[config.mk]
export PLATFORM = sky130hd
export DESIGN_NAME = full_adder_flat
export DESIGN_NICKNAME = d
export VERILOG_FILES = /design/src/rtl/full_adder_if.sv /design/src/rtl/full_adder.sv /design/src/flat_wrapper.sv
export SDC_FILE = /design/constraint.sdc
export NUM_CORES = 1
export LEC_CHECK = 0
export ABC_AREA = 1
export BUFFER_PORTS_ARGS = -buffer_cell sky130_fd_sc_hd__buf_2
export CORE_AREA = 4 4 41 43
export DETAILED_ROUTE_END_ITERATION = 16
export DIE_AREA = 0 0 45 47
export REMOVE_ABC_BUFFERS = 1
export SYNTH_ARGS = -nofsm -noshare
export SYNTH_HDL_FRONTEND = slang
export SYNTH_SLANG_ARGS = --single-unit
export TNS_END_PERCENT = 10
[constraint.sdc]
create_clock -name clk -period 1.5 [get_ports clk]
set_input_delay 0.3 -clock clk [delete_from_list [all_inputs] [get_ports clk]]
set_output_delay 0.3 -clock clk [all_outputs]
set_load 0.01 [all_outputs]
[src/rtl/full_adder_if.sv]
// Operand/result bundle for full_adder.
// The master side drives the operands and handshake; the slave (the adder) returns
// the registered results. When FULL_ADDER_OVF_EN is defined, the bundle also
// carries the registered signed-overflow flag.
interface full_adder_if #(
    parameter int WIDTH = 1
);
    logic [WIDTH-1:0] a;
    logic [WIDTH-1:0] b;
    logic             cin;
    logic             chain;
    logic             in_valid;
    logic [WIDTH-1:0] sum;
    logic             cout;
    logic             out_valid;
`ifdef FULL_ADDER_OVF_EN
    logic             ovf;

    modport master (
        output a, b, cin, chain, in_valid,
        input  sum, cout, out_valid, ovf
    );

    modport slave (
        input  a, b, cin, chain, in_valid,
        output sum, cout, out_valid, ovf
    );
`else
    modport master (
        output a, b, cin, chain, in_valid,
        input  sum, cout, out_valid
    );

    modport slave (
        input  a, b, cin, chain, in_valid,
        output sum, cout, out_valid
    );
`endif
endinterface

[src/rtl/full_adder.sv]
// Registered WIDTH-bit ripple-carry adder with one cycle of latency.
// With chain=1, the registered carry-out is used as the carry-in. This lets
// wide operands be added word by word, least-significant word first, with idle
// gaps allowed between words.
// Optional feature macro: FULL_ADDER_OVF_EN adds a registered signed-overflow flag.
// WIDTH must match the WIDTH of the connected full_adder_if (legal range 1..64).
module full_adder #(
    parameter int WIDTH = 1
) (
    input  logic          clk,
    input  logic          rst,
    full_adder_if.slave   bus
);

    logic [WIDTH-1:0] sum_q;
    logic [WIDTH-1:0] sum_d;
    logic             cout_q;
    logic             cout_d;
    logic             out_valid_q;
    logic             carry_in;
    logic [WIDTH:0]   carry;
`ifdef FULL_ADDER_OVF_EN
    logic             ovf_q;
    logic             ovf_d;
`endif

    // Carry source: the held carry-out continues a chained add.
    assign carry_in = bus.chain ? cout_q : bus.cin;

    // Ripple chain of 1-bit full-adder cells.
    always_comb begin
        carry    = '0;
        sum_d    = '0;
        carry[0] = carry_in;
        for (int i = 0; i < WIDTH; i++) begin
            sum_d[i]     = bus.a[i] ^ bus.b[i] ^ carry[i];
            carry[i + 1] = (bus.a[i] & bus.b[i]) | (carry[i] & (bus.a[i] ^ bus.b[i]));
        end
        cout_d = carry[WIDTH];
    end

`ifdef FULL_ADDER_OVF_EN
    // Signed overflow: both operands have the same sign and the result sign differs.
    always_comb begin
        ovf_d = (bus.a[WIDTH-1] == bus.b[WIDTH-1]) && (sum_d[WIDTH-1] != bus.a[WIDTH-1]);
    end
`endif

    // Result registers: load on an accepted add, hold while idle, clear on reset.
    always_ff @(posedge clk) begin
        if (rst) begin
            sum_q       <= '0;
            cout_q      <= 1'b0;
            out_valid_q <= 1'b0;
`ifdef FULL_ADDER_OVF_EN
            ovf_q       <= 1'b0;
`endif
        end else if (bus.in_valid) begin
            sum_q       <= sum_d;
            cout_q      <= cout_d;
            out_valid_q <= 1'b1;
`ifdef FULL_ADDER_OVF_EN
            ovf_q       <= ovf_d;
`endif
        end else begin
            out_valid_q <= 1'b0;
        end
    end

    assign bus.sum       = sum_q;
    assign bus.cout      = cout_q;
    assign bus.out_valid = out_valid_q;
`ifdef FULL_ADDER_OVF_EN
    assign bus.ovf       = ovf_q;
`endif

endmodule

[src/flat_wrapper.sv]
// flat-port wrapper written by rule: the top's interface ports become plain ports
module full_adder_flat 
#(
    parameter int WIDTH = 1
)
  (clk, rst, bus_a, bus_b, bus_cin, bus_chain, bus_in_valid, bus_sum, bus_cout, bus_out_valid);
  full_adder_if #(.WIDTH(WIDTH)) bus_i ();
  input  logic clk;
  input  logic rst;
  input wire logic [$bits(bus_i.a)-1:0] bus_a;
  input wire logic [$bits(bus_i.b)-1:0] bus_b;
  input wire logic [$bits(bus_i.cin)-1:0] bus_cin;
  input wire logic [$bits(bus_i.chain)-1:0] bus_chain;
  input wire logic [$bits(bus_i.in_valid)-1:0] bus_in_valid;
  output wire logic [$bits(bus_i.sum)-1:0] bus_sum;
  output wire logic [$bits(bus_i.cout)-1:0] bus_cout;
  output wire logic [$bits(bus_i.out_valid)-1:0] bus_out_valid;
  assign bus_i.a = bus_a;
  assign bus_i.b = bus_b;
  assign bus_i.cin = bus_cin;
  assign bus_i.chain = bus_chain;
  assign bus_i.in_valid = bus_in_valid;
  assign bus_sum = bus_i.sum;
  assign bus_cout = bus_i.cout;
  assign bus_out_valid = bus_i.out_valid;
  full_adder #(.WIDTH(WIDTH)) u_core (.clk(clk), .rst(rst), .bus(bus_i));
endmodule
==> results.env <==
OUTCOME='finished clean'
DIE_AREA_MM2=0.00212
INSERTION_DELAY_NS=0.23
DRTITER0DRC=2
FINALCRITPERIODSHARE=0.833
GRT_UTIL_ALL_LAYERS=0.0387
UNREPAIRED_SETUP_ENDPOINTS_AFTER_GLOBAL_ROUTING='no'
CLASS_OF_THE_MOST_CRITICAL_HOLD_TIMING_PATH='in2reg'
YOSYS_WARNINGS=0
CTS_REPAIR_RESIZE_COUNT=0
CLOCK_SKEW_NS=0.00000952
CTS_ROOT_CELL='clkbuf_4'
MOST-COMMON-LAYOUT-CELLS='9 x buf_2, 5 x nor2_1, 5 x inv_1, 5 x nand2_1'
LAYOUT-DRIVE-GT1-SHARE=0.364
ROUTABILITYCONGESTION=0.664
HTREE_NUM_LEVELS=1
WORST-R2R-CELL-COUNT=7
WL_PER_CELL_UM=6.77
CRITICAL_PATH.CELL_CHAIN='nand2_1, o21ai_0, fa_1, inv_1, nand2_1, nand2_1, nor2_1'
CLK_PIN_SLEW_NS=0.04
SYN-INSTANCE-COUNT=20
POST-ROUTE-MIN-PERIOD_NS=1.25
WORSTPATHARRIVAL_NS=1.38
WORST-SETUP-PATH-TYPE='reg2reg'
SYNTH_AREA_PER_CELL_UM2=7.07
CTS-BUFFERS-INSERTED=3
DRC=0
PROPORTION_OF_SYNTHESIZED_CHIP_AREA_IN_SEQUENTIAL_CELLS=0.425
R2R_END='u_core.bus.sum'
CORE_AREA_MM2=0.00130
NUMBER_OF_FAILING_HOLD_ENDPOINTS_AT_THE_FINAL_STAGE=0
LEAKAGEPOWER_nW=0.135
NUMBER_OF_GLOBAL_ROUTE_VIAS_BEFORE_REPAIR=156
CELLPOWERDENSITY_mW_PER_MM2=1160
NUM-NETS-FINAL=42
HOLDCRITSTARTPOINT='rst'
GRT_START_MAX_NET_PINS=6
CTS.SINK_COUNT=3
ENDPOINT_OF_THE_WORST_HOLD_TIMING_PATH='u_core.bus.out_valid'
CONGESTION_OVERFLOW_GR=0
COUNT_OF_TRITONROUTE_ITERATIONS_IN_THE_FIRST_ROUTING_PASS=2
REG2REG_SLACK_NS=0.25
FP.DIEH_UM=47
CELL_WITH_THE_MOST_INSTANCES_ON_THE_WORST_PATH='nand2_1'
GRT_ANTENNA_BEFORE_REPAIR=0
HOLDBUFCOUNTCTS=0
POST-LAYOUT-TOTAL-POWER_mW=0.269
CRIT_REQUIRED_NS=1.63
VIA_PER_INST=3.25
MAX_SLEW_MARGIN=0.841
DIODES=0
CRITICAL_PATH.SLOWEST_CELL='fa_1'
MAX_CLOCK_FREQ_MHz=801
PLACE.PORT_BUFFERS=9
DP.CELLS=44
CRITICAL_PATH.MAX_FANOUT=3
CRITICAL_PATH.REG2REG.STARTPOINT='u_core.bus.cout'
MOSTFREQUENTLAYOUTCELL='buf_2'
CTS_SETUP_BUFFERS=0
FP.DIEW_UM=45
MAX_SLEW.WORST_PIN.SLEW_NS=0.237
TIMING.CRITICAL_PATH.TO_TYPE='register'
SYNTH.CELL_AREA_UM2=141
FLOORPLAN.INITIALDENSITY=0.109
PLACED_CELL_AREA_UM2=205
DESIGN_AREA_UM2=231
FINALMAXSLEWVIOLATIONS=0
SETUP_TNS_NS=0
WL_UM=325
SYNTH.DISTINCT_CELLS=6
ANTENNA_VIOLATING_NETS_POST_ROUTE=0
HOLD_DEPTH=2
PLACEMENTROWS=13
GRT_FIRST_PASS_WIRELENGTH_UM=503
POWER.IR.VDD_WORST_mV=0.102
SYNTH.FF_LATCH_COUNT=3
DR_TOTAL_VIAS=156
IO_PINS=10
WORST_SETUP_PATH_START_KIND='register'
DPL_WORST_SLACK_NS=0.122
MAXCAPVIOLATIONS=0
CTS_TREE='yes'
MAXIMUM_ROOT_TO_SINK_BUFFER_COUNT=2
SETUP_VIOLATIONS=0
FLOW.AREA_GROWTH_FROM_SYNTHESIS_PCT=63.7
WORST_SETUP_SLACK_AFTER_LAYOUT_NS=0.251
SLOWEST_DELAY_NS=0.45
LAYOUTNONFILLERINSTCOUNT=48
-- where the power goes --
part	internal (mW)	switching, mW	total, mW
clock network	0.0998	0.0429	0.143
logic	0.0177	0.0201	0.0378
registers	0.0862	0.00258	0.0888
-- kinds of logic after synthesis --
| family | share of synthesized area |
|---|---|
| and+or+nand+nor | 0.266 |
| buffers and inverters | 0.133 |
| DFF | 0.425 |
| AOI/OAI and AO/OA | 0.0354 |
| adders and majority gates | 0.142 |
-- cells in the mapped netlist --
cell,n,area (µm²)
o21ai_0,1,5.00
nand2_1,5,18.8
nor2_1,5,18.8
inv_1,5,18.8
fa_1,1,20.0
dfxtp_1,3,60.1
-- sequential cells by signal (all words and copies together), names as in the netlist --
signal,cells
u_core.bus.cout,1
u_core.bus.out_valid,1
u_core.bus.sum,1
-- layer usage --
metal  track usage  up-vias  part of all wire
li1              -       82                 -
met2        0.0565        6              0.55
met5             0        -                 0
met3        0.0230        0             0.095
met4        0.0702        0                 0
met1        0.0249       68              0.35
-- metrics by stage --
| step | utilization | hold WS, ns |
|---|---|---|
| 3_5_place_dp | 0.158 | 0.468 |
| 3_3_place_gp | 0.158 | 0.462 |
| 4_1_cts | 0.178 | 0.233 |
| 5_1_grt | 0.178 | 0.239 |
| 6_report | 0.178 | 0.241 |
| 2_1_floorplan | - | 0.371 |
-- how the worst max path moves through the flow --
stage | start | end | slack (ns)
floorplan | u_core.bus.cout | u_core.bus.sum | 0.28
global placement | bus_chain | u_core.bus.sum | 0.14
detailed placement | bus_chain | u_core.bus.sum | 0.12
CTS | u_core.bus.cout | u_core.bus.sum | 0.24
global route | u_core.bus.cout | u_core.bus.sum | 0.14
finish | u_core.bus.cout | u_core.bus.sum | 0.25
-- area by class of cell --
| cell class | count | area (µm²) |
|---|---|---|
| clock buffers | 4 | 26.3 |
| fillers | 157 | 1070 |
| inverters | 5 | 18.8 |
| multi-input cells | 12 | 62.6 |
| flip-flops and latches | 3 | 60.1 |
| well taps | 15 | 18.8 |
| repair buffers | 9 | 45.0 |
-- worst max-delay path, delay by kind of cell (launching register included) --
family / cells / cell delay (ns)
adder cells (fa/ha/maj): 1 / 0.45
AO/OA/AOI/OAI: 1 / 0.10
AND/OR/NAND/NOR: 4 / 0.17
flip-flops: 1 / 0.34
buffers and inverters: 1 / 0.07
Note: power is estimated with default switching activity, not from simulation.
